File: config.mk
export PLATFORM = sky130hd
export DESIGN_NAME = stopwatch_ctrl
export DESIGN_NICKNAME = d
export VERILOG_FILES = /design/src/rtl/stopwatch_pkg.sv /design/src/rtl/stopwatch_ctrl_btn_debounce.sv /design/src/rtl/stopwatch_ctrl.sv
export SDC_FILE = /design/constraint.sdc
export NUM_CORES = 1
export LEC_CHECK = 0
export BUFFER_PORTS_ARGS = -buffer_cell sky130_fd_sc_hd__buf_2
export CORE_AREA = 5 5 90 92
export CTS_BUF_LIST = sky130_fd_sc_hd__clkbuf_4 sky130_fd_sc_hd__clkbuf_8
export CTS_CLUSTER_SIZE = 30
export DETAILED_ROUTE_END_ITERATION = 16
export DIE_AREA = 0 0 95 97
export PLACE_DENSITY = 0.65
export SLEW_MARGIN = 20
export SYNTH_ARGS = -nofsm -noshare
export SYNTH_HDL_FRONTEND = slang
export SYNTH_SLANG_ARGS = --single-unit
export TNS_END_PERCENT = 5
File: constraint.sdc
create_clock -name clk -period 5.6 [get_ports clk]
set_input_delay 0.56 -clock clk [delete_from_list [all_inputs] [get_ports clk]]
set_output_delay 0.56 -clock clk [all_outputs]
set_load 0.03 [all_outputs]
File: src/rtl/stopwatch_pkg.sv
// stopwatch_pkg: shared state encoding, widths and default rates
// for the stopwatch mode controller and its button conditioner.
package stopwatch_pkg;

  localparam int STATE_W = 2;

  localparam logic [STATE_W-1:0] ST_RUN     = 2'd0;
  localparam logic [STATE_W-1:0] ST_PAUSED  = 2'd1;
  localparam logic [STATE_W-1:0] ST_ADJ     = 2'd2;
  localparam logic [STATE_W-1:0] ST_ILLEGAL = 2'd3;

  localparam int CLK_HZ_DEF   = 100_000_000;
  localparam int DEBOUNCE_DEF = 1_000_000;
  localparam int ADJ_DIV_DEF  = 2;

  // bits needed to hold a counter running 0..n-1
  function automatic int cnt_w(input int n);
    return (n < 2) ? 1 : $clog2(n);
  endfunction

endpackage

File: src/rtl/stopwatch_ctrl_btn_debounce.sv
// btn_debounce: 2-flop sync, optional debounce, rising-edge pulse.
// Ports: clk, rst (async, active-low), din (raw), pulse (1 cycle).
// Macro STOPWATCH_DEBOUNCE_EN enables the debounce counter.
module btn_debounce
  import stopwatch_pkg::*;
#(
  parameter int DEBOUNCE_CYCLES = DEBOUNCE_DEF
) (
  input  logic clk,
  input  logic rst,
  input  logic din,
  output logic pulse
);

  logic sync1_q, sync1_d;
  logic sync2_q, sync2_d;
  logic prev_q, prev_d;
  logic pulse_q, pulse_d;
  logic level;

`ifdef STOPWATCH_DEBOUNCE_EN
  localparam int CW = cnt_w(DEBOUNCE_CYCLES);
  localparam logic [CW-1:0] CNT_LAST = CW'(DEBOUNCE_CYCLES - 1);

  logic [CW-1:0] cnt_q, cnt_d;
  logic          stable_q, stable_d;

  // any sample equal to the accepted level restarts the count
  always_comb begin
    cnt_d    = '0;
    stable_d = stable_q;
    if (sync2_q != stable_q) begin
      if (cnt_q == CNT_LAST) begin
        stable_d = sync2_q;
      end else begin
        cnt_d = cnt_q + 1'b1;
      end
    end
  end

  always_ff @(posedge clk or negedge rst) begin
    if (!rst) begin
      cnt_q    <= '0;
      stable_q <= 1'b0;
    end else begin
      cnt_q    <= cnt_d;
      stable_q <= stable_d;
    end
  end

  assign level = stable_q;
`else
  assign level = sync2_q;
`endif

  always_comb begin
    sync1_d = din;
    sync2_d = sync1_q;
    prev_d  = level;
    pulse_d = level & ~prev_q;
  end

  always_ff @(posedge clk or negedge rst) begin
    if (!rst) begin
      sync1_q <= 1'b0;
      sync2_q <= 1'b0;
      prev_q  <= 1'b0;
      pulse_q <= 1'b0;
    end else begin
      sync1_q <= sync1_d;
      sync2_q <= sync2_d;
      prev_q  <= prev_d;
      pulse_q <= pulse_d;
    end
  end

  assign pulse = pulse_q;

endmodule

File: src/rtl/stopwatch_ctrl.sv
// stopwatch_ctrl: mode FSM, tick prescaler and blink for MM:SS.
// In: clk, rst (async, active-low), btn_pause, btn_clr, sw_adj,
// sw_sel. Out: cnt_tick, cnt_clr, cnt_pause, adj_en, adj_sel,
// blink_en, state. Macro STOPWATCH_DEBOUNCE_EN adds debouncing.
module stopwatch_ctrl
  import stopwatch_pkg::*;
#(
  parameter int CLK_HZ          = CLK_HZ_DEF,
  parameter int DEBOUNCE_CYCLES = DEBOUNCE_DEF,
  parameter int ADJ_DIV         = ADJ_DIV_DEF
) (
  input  logic               clk,
  input  logic               rst,
  input  logic               btn_pause,
  input  logic               btn_clr,
  input  logic               sw_adj,
  input  logic               sw_sel,
  output logic               cnt_tick,
  output logic               cnt_clr,
  output logic               cnt_pause,
  output logic               adj_en,
  output logic               adj_sel,
  output logic               blink_en,
  output logic [STATE_W-1:0] state
);

  localparam int ADJ_HZ =
    (CLK_HZ / ADJ_DIV > 0) ? CLK_HZ / ADJ_DIV : 1;
  localparam int BLINK_HZ =
    (CLK_HZ / 4 > 0) ? CLK_HZ / 4 : 1;
  localparam int PW = cnt_w(CLK_HZ);
  localparam int BW = cnt_w(BLINK_HZ);

  localparam logic [PW-1:0] RUN_LAST   = PW'(CLK_HZ - 1);
  localparam logic [PW-1:0] ADJ_LAST   = PW'(ADJ_HZ - 1);
  localparam logic [BW-1:0] BLINK_LAST = BW'(BLINK_HZ - 1);

  logic pause_p, clr_p;

  btn_debounce #(
    .DEBOUNCE_CYCLES(DEBOUNCE_CYCLES)
  ) u_pause (
    .clk  (clk),
    .rst  (rst),
    .din  (btn_pause),
    .pulse(pause_p)
  );

  btn_debounce #(
    .DEBOUNCE_CYCLES(DEBOUNCE_CYCLES)
  ) u_clr (
    .clk  (clk),
    .rst  (rst),
    .din  (btn_clr),
    .pulse(clr_p)
  );

  logic adj_meta_q, adj_meta_d;
  logic adj_sync_q, adj_sync_d;
  logic sel_meta_q, sel_meta_d;
  logic sel_sync_q, sel_sync_d;

  logic [STATE_W-1:0] state_q, state_d;
  logic [PW-1:0]      presc_q, presc_d;
  logic [BW-1:0]      bcnt_q, bcnt_d;
  logic               blink_q, blink_d;
  logic               tick_q, tick_d;
  logic               clr_q, clr_d;
  logic               pause_q, pause_d;
  logic               adj_q, adj_d;

  logic          changed;
  logic          counting;
  logic          term;
  logic [PW-1:0] last;

  always_comb begin
    adj_meta_d = sw_adj;
    adj_sync_d = adj_meta_q;
    sel_meta_d = sw_sel;
    sel_sync_d = sel_meta_q;
  end

  // adjust switch outranks the pause button
  always_comb begin
    state_d = state_q;
    if (state_q == ST_ILLEGAL) begin
      state_d = ST_PAUSED;
    end else if (adj_sync_q) begin
      state_d = ST_ADJ;
    end else begin
      unique case (1'b1)
        (state_q == ST_ADJ):    state_d = ST_PAUSED;
        (state_q == ST_RUN):    if (pause_p) state_d = ST_PAUSED;
        (state_q == ST_PAUSED): if (pause_p) state_d = ST_RUN;
        default:                state_d = ST_PAUSED;
      endcase
    end
  end

  // a tick is dropped when it collides with clear or a mode change
  always_comb begin
    changed  = (state_d != state_q);
    counting = (state_q == ST_RUN) || (state_q == ST_ADJ);
    last     = (state_q == ST_ADJ) ? ADJ_LAST : RUN_LAST;
    term     = counting && (presc_q == last);
    presc_d  = presc_q + 1'b1;
    if (!counting || changed || clr_p || term) begin
      presc_d = '0;
    end
    tick_d  = term && !clr_p && !changed;
    clr_d   = clr_p;
    pause_d = (state_d == ST_PAUSED);
    adj_d   = (state_d == ST_ADJ);
  end

  // blink restarts dark on every ADJ entry and is dark outside ADJ
  always_comb begin
    bcnt_d  = '0;
    blink_d = 1'b0;
    if ((state_q == ST_ADJ) && (state_d == ST_ADJ)) begin
      if (bcnt_q == BLINK_LAST) begin
        blink_d = ~blink_q;
      end else begin
        bcnt_d  = bcnt_q + 1'b1;
        blink_d = blink_q;
      end
    end
  end

  always_ff @(posedge clk or negedge rst) begin
    if (!rst) begin
      adj_meta_q <= 1'b0;
      adj_sync_q <= 1'b0;
      sel_meta_q <= 1'b0;
      sel_sync_q <= 1'b0;
      state_q    <= ST_PAUSED;
      presc_q    <= '0;
      bcnt_q     <= '0;
      blink_q    <= 1'b0;
      tick_q     <= 1'b0;
      clr_q      <= 1'b0;
      pause_q    <= 1'b1;
      adj_q      <= 1'b0;
    end else begin
      adj_meta_q <= adj_meta_d;
      adj_sync_q <= adj_sync_d;
      sel_meta_q <= sel_meta_d;
      sel_sync_q <= sel_sync_d;
      state_q    <= state_d;
      presc_q    <= presc_d;
      bcnt_q     <= bcnt_d;
      blink_q    <= blink_d;
      tick_q     <= tick_d;
      clr_q      <= clr_d;
      pause_q    <= pause_d;
      adj_q      <= adj_d;
    end
  end

  assign cnt_tick  = tick_q;
  assign cnt_clr   = clr_q;
  assign cnt_pause = pause_q;
  assign adj_en    = adj_q;
  assign adj_sel   = sel_sync_q;
  assign blink_en  = blink_q;
  assign state     = state_q;

endmodule

After elaboration in Yosys (flattened, before gate mapping) --
Cells that the tools add are included.
Word-level totals: register bits after elaboration 71, latch bits 0, bits in writable memories 0, ROM bits 0, output and inout port bits 8, logic and storage cells 59, memories 0
Operators by class: $add $sub $neg 2, $mul 0, divide/modulo/power cells 0, magnitude comparators 0, eq/ne operators 9, shifts and indexed selects 0, muxes and demuxes 11, bitwise logic cells 5, reduce and logical (&&, ||, !) cells 12
Operators with widths (number):
- $mux 27 | 2
- $mux 25 | 2
- $add 27x1->27 const B | 1
- $eq 27x27->1 | 1
- $add 25x1->25 const B | 1
- $eq 25x25->1 const B | 1
- $mux 2 | 4
- $eq 2x2->1 const B | 3
- $eq 2x1->1 const B | 2
- $logic_and 1x1->1 | 4
- $logic_or 1x1->1 | 4
- $pmux 2 s2 | 1
- $logic_not 1->1 | 3
- $not 1->1 | 3
- $and 1x1->1 | 2
- $logic_not 2->1 | 1
- $mux 1 | 2
- $ne 2x1->1 const B | 1
- $ne 2x2->1 | 1

Logic depth before layout (Yosys ltp) --
depth in word-level cells 9, depth in mapped cells 6, mapped depth without buffers 5

By module --
Synthesis repeated with hierarchy kept, for this count alone.
Second synthesis, totals: cell total of the unflattened synthesis 341, area, all modules 3440.8 um^2
Modules (own cells, without submodules):
- stopwatch_ctrl | times used 1, cells an instance 331, area an instance 3213.1 um^2, sequential area each 1579.0 um^2
- btn_debounce | times used 2, cells an instance 5, area an instance 113.9 um^2, sequential area each 100.1 um^2

Worst setup path before layout --
OpenSTA, ideal clock, no wires.
path type flip-flop to flip-flop, start register state_q[1] (netlist: state[1]), end register presc_q[4], library setup time 0.145 ns, data arrival time 1.978 ns, data required time 5.455 ns, slack 3.478 ns, cell stages (with the launch flop) 6, path buffers 1, clock period less this slack 2.122 ns, cell sequence dfrtp_1 > nand2b_4 > or4_4 > a2111oi_4 > buf_6 > nor3_2
On the way: longest elaborated chain between the ends 9, elaborated cells on any way between the ends 19, those cells by class eq/ne (5); mux (7); reduce/logical (7)
Ends and longest elaborated chain:
- start: declaration | line stopwatch_ctrl.sv:63 | logic [STATE_W-1:0] state_q, state_d;
- start signal: assignment | line stopwatch_ctrl.sv:150 | state_q <= state_d;
- $eq 2x1->1 (tied with other cells) | line stopwatch_ctrl.sv:95 | (state_q == ST_PAUSED): if (pause_p) state_d = ST_RUN;
- $pmux 2 s2 | line stopwatch_ctrl.sv:92 | unique case (1'b1)
- $mux 2 | line stopwatch_ctrl.sv:89 | end else if (adj_sync_q) begin
- $mux 2 | line stopwatch_ctrl.sv:87 | if (state_q == ST_ILLEGAL) begin
- $ne 2x2->1 | line stopwatch_ctrl.sv:103 | changed = (state_d != state_q);
- $logic_or 1x1->1 (2 in a row) | line stopwatch_ctrl.sv:108 | if (!counting || changed || clr_p || term) begin
- $logic_or 1x1->1 * | line stopwatch_ctrl.sv:108
- $mux 27 * | line stopwatch_ctrl.sv:108
- named net presc_d[4] | line stopwatch_ctrl.sv:64 | logic [PW-1:0] presc_q, presc_d;
- end signal: assignment | line stopwatch_ctrl.sv:151 | presc_q <= presc_d;
- end: declaration | line stopwatch_ctrl.sv:64
The timed path passes the listed nets; every way through them passes the cells marked *. A chain may end at the register's enable or synchronous reset.

Final worst setup path --
start register presc_q[0], end register tick_q (netlist: cnt_tick)
On the way: longest elaborated chain between the ends 4
Ends and longest elaborated chain:
- $eq 27x27->1 | line stopwatch_ctrl.sv:106 | term = counting && (presc_q == last);
- $logic_and 1x1->1 | line stopwatch_ctrl.sv:106
- $logic_and 1x1->1 (2 in a row) | line stopwatch_ctrl.sv:111 | tick_d = term && !clr_p && !changed;
- named net tick_d | line stopwatch_ctrl.sv:67 | logic tick_q, tick_d;
- end signal: assignment | line stopwatch_ctrl.sv:154 | tick_q <= tick_d;
- end: declaration | line stopwatch_ctrl.sv:67
The timed path passes the listed nets, and every way through them passes these cells.

==> results.tsv <==
stage	metric	value	unit
run_status	run status	finished clean	
final_layout	Top reg by flops	presc_q	
clock_tree	Worst-path clk slew	80	ps
die	Die H	97	um
setup_path	Critical Path RT	5880	ps
sta	Max Freq	381	MHz
final_layout	Area Growth Syn to Fin	9.70	%
routing	vias per cell	5.71	
clock_tree	worst-skew pair later-pin latency	350	ps
setup_path	Slowest-stage cell, CP	a2111oi_4	
final_layout	sequential cell area	0.00178	sq mm
setup_path	Critical Path Max Stage Delay	780	ps
yosys	Yosys top cell area share	0.496	
setup_path	buffer and inverter count on the worst path	1	
yosys	sequential fraction of the synthesis area	0.511	
clock_tree	Max Root-Sink Buffers	2	
setup_path	critical path arrival	2900	ps
yosys	ranking of synthesized cells by area	dfrtp_1 50%, o31ai_1 3.7%, or4_1 3.7%	
sta	period utilization	0.469	
clock_tree	post-CTS setup buffers	0	
die	starting density of the core	0.488	
yosys	post-synthesis cell area	0.00348	sq mm
final_layout	number of fill cells in the layout	659	
setup_path	startpoint types	register	
clock_tree	Inserted Clock Buffers	9	
yosys	ys async rst share	1.00	
setup_path	CP max FO	19	
final_layout	post-layout util	0.535	
routing	WL/cell	14.5	um
place	Area after DPL	0.00362	sq mm
routing	# DRC	0	
power	P_leak	1.38	nW
die	die area	0.00922	sq mm
sta	RSZ-0062 raised after global routing	false	
routing	initial drt markers	144	
clock_tree	Clock Sinks	71	
setup_path	Crit. End Element	register	
sta	Setup WS post-layout	2970	ps
place	I/O Buffers	13	
die	Cell Rows	31	
final_layout	Ant. Diodes	0	
sta	Hold Fails Final Rpt	0	
sta	Slew headroom	0.419	
power	clock power share	0.414	
sta	Final TNS setup	0	ps
clock_tree	CTS tree	done	
yosys	post-synth cell types	39	
die	Die W	95	um
clock_tree	cts repair resizes	0	
yosys	Synth Instances	322	
setup_path	Worst path top cell family by delay	compound AO/OA/AOI/OAI gates	
sta	min cycle time layout	2630	ps
global_routing	GRT Total Usage	0.148	
power	sw power	262	uW
job	Max Cap Viol	0	
routing	via count	2502	
final_layout	Largest register FFs	27	
power	sw frac	0.258	
yosys	Post-synth EDFFs	0	
final_layout	Final #Nets	342	
setup_path	crit path cell chain	ha_1 > and3_1 > nand2_1 > a2111oi_4 > buf_4 > nor2b_1	
final_layout	layout cells sized above 1	0.183	
sta	Setup Viol. Count Final	0	
yosys	Net Count, Synth	330	
yosys	Synth area leader	dfrtp_1	
global_routing	number of global-route vias before repair	2415	
global_routing	pin count of the biggest net entering global routing	72	
yosys	Top FF cell, synth	dfrtp_1	
sta	clk_skew	7.26	ps
sta	Slew Viols, Final	0	
yosys	#FFs+latches synth	71	
place	Final HPWL DP	4.13	mm
power	Power, Total	1.01	mW
place	DP Worst Slack	2950	ps
final_layout	fin area	0.00382	sq mm
clock_tree	H-tree lvl count	3	
place	gpl congestion	0.837	
power	Flop pwr share	0.528	
clock_tree	root buf cell	clkbuf_8	
power	Max VDD drop	0.172	mV
die	Ports	14	
clock_tree	# hold bufs at CTS	0	
global_routing	total global routing overflow	0	
global_routing	global-route wire length before repair	11.0	mm
hold_path	Hold Crit Class	in2reg	
power	Comb power frac	0.058	
die	core area	0.00714	sq mm
final_layout	multi-input logic area	0.00159	sq mm
global_routing	initial antenna violation count	0	
sta	Slew @ Worst Pin	871	ps
power	internal power	752	uW
yosys	Yosys Warn Count	0	
power	Pwr Density	265	mW/mm^2
routing	antenna-violating nets left	0	
setup_path	crit path kind	reg2reg	
yosys	Avg Inst Size Synth	10.8	sq um
routing	drt pass-1 iters	4	
routing	Routed WL	6.34	mm
## worst register-to-register path: stages, from the launching register on
cell and delay [ps]:
dfrtp_1 410, ha_1 220, and3_1 260, nand2_1 310
a2111oi_4 780, buf_4 420, nor2b_1 170
## synth_stat cells, drive strengths merged (2+ instances only)
library cell / n
a21oi: 17
or3: 11
buf: 6
and3: 3
o31ai: 18
nor2: 17
and4: 7
a211oi: 13
o21ai: 12
xor2: 10
or4: 20
nor3: 16
xnor2: 13
inv: 7
nor4b: 2
nand2: 17
dfstp: 2
nor4: 3
nand4: 13
dfrtp: 69
nand3: 21
ha: 2
nor4bb: 2
nor2b: 4
clkbuf: 10
## logic make-up (layout without fill, tap and decap cells)
kind of cell / Yosys count / after routing / share of synthesized area
AND/OR/NAND/NOR: 140 / 140 / 0.258
flip-flops: 71 / 71 / 0.511
AO/OA/AOI/OAI: 63 / 63 / 0.134
XOR/XNOR: 23 / 23 / 0.0579
buffers and inverters: 23 / 40 / 0.0320
adder cells (fa/ha/maj): 2 / 2 / 0.00719
## cell usage in the layout (no fill, tap or decap), types with 10 or more instances in the layout
master and instances:
nor3_2 12, nand4_1 12, o31ai_1 17, or3_1 11, a21oi_1 17, dfrtp_1 69, buf_2 13, or4_1 17
nor2_1 17, xor2_1 10, nand2_1 17, o21ai_0 12, nand3_1 21, xnor2_1 13
## power groups by stage
stage | registers [mW] | clock network, mW | logic, mW
after floorplan | 0.555 | 0 | 0.0249
after global placement | 0.545 | 0 | 0.0608
after detailed placement | 0.545 | 0 | 0.0610
after CTS | 0.535 | 0.435 | 0.0611
after global routing | 0.537 | 0.454 | 0.0668
final | 0.535 | 0.419 | 0.0592
## metal layers
metal	GRT usage	vias up	part of all wire
li1	-	1243	-
met4	0.0511	0	0.018
met1	0.188	1210	0.45
met5	0	-	0
met2	0.231	36	0.48
met3	0.0566	13	0.044
## path summary, 6_finish.rpt
kind / slack (ps) / cells past startpoint / end / start
min in group asynchronous: 410 / 2 / bcnt_q[2] / rst
hold / removal: 310 / 1 / u_clr.sync1_q / btn_clr
setup / recovery: 2970 / 6 / cnt_tick / presc_q[0]
hold reg to reg: 350 / 0 / adj_sel / sel_meta_q
max in group asynchronous: 4630 / 2 / presc_q[15] / rst
setup reg to reg: 2970 / 6 / cnt_tick / presc_q[0]
## per-stage QoR
stage	cells	hold slack (ps)
5_1_grt	438	290
3_5_place_dp	422	335
3_3_place_gp	422	335
6_report	438	313
4_1_cts	438	292
2_1_floorplan	322	264
## layout make-up
class | instances | area share
sequential | 71 | 0.466
multi-input combinational | 228 | 0.417
clock buffer | 9 | 0.0324
tap | 99 | 0.0324
timing repair buffer | 17 | 0.0249
clock inverter | 7 | 0.0210
inverter | 7 | 0.00688
Note: power is estimated with default switching activity, not from simulation.
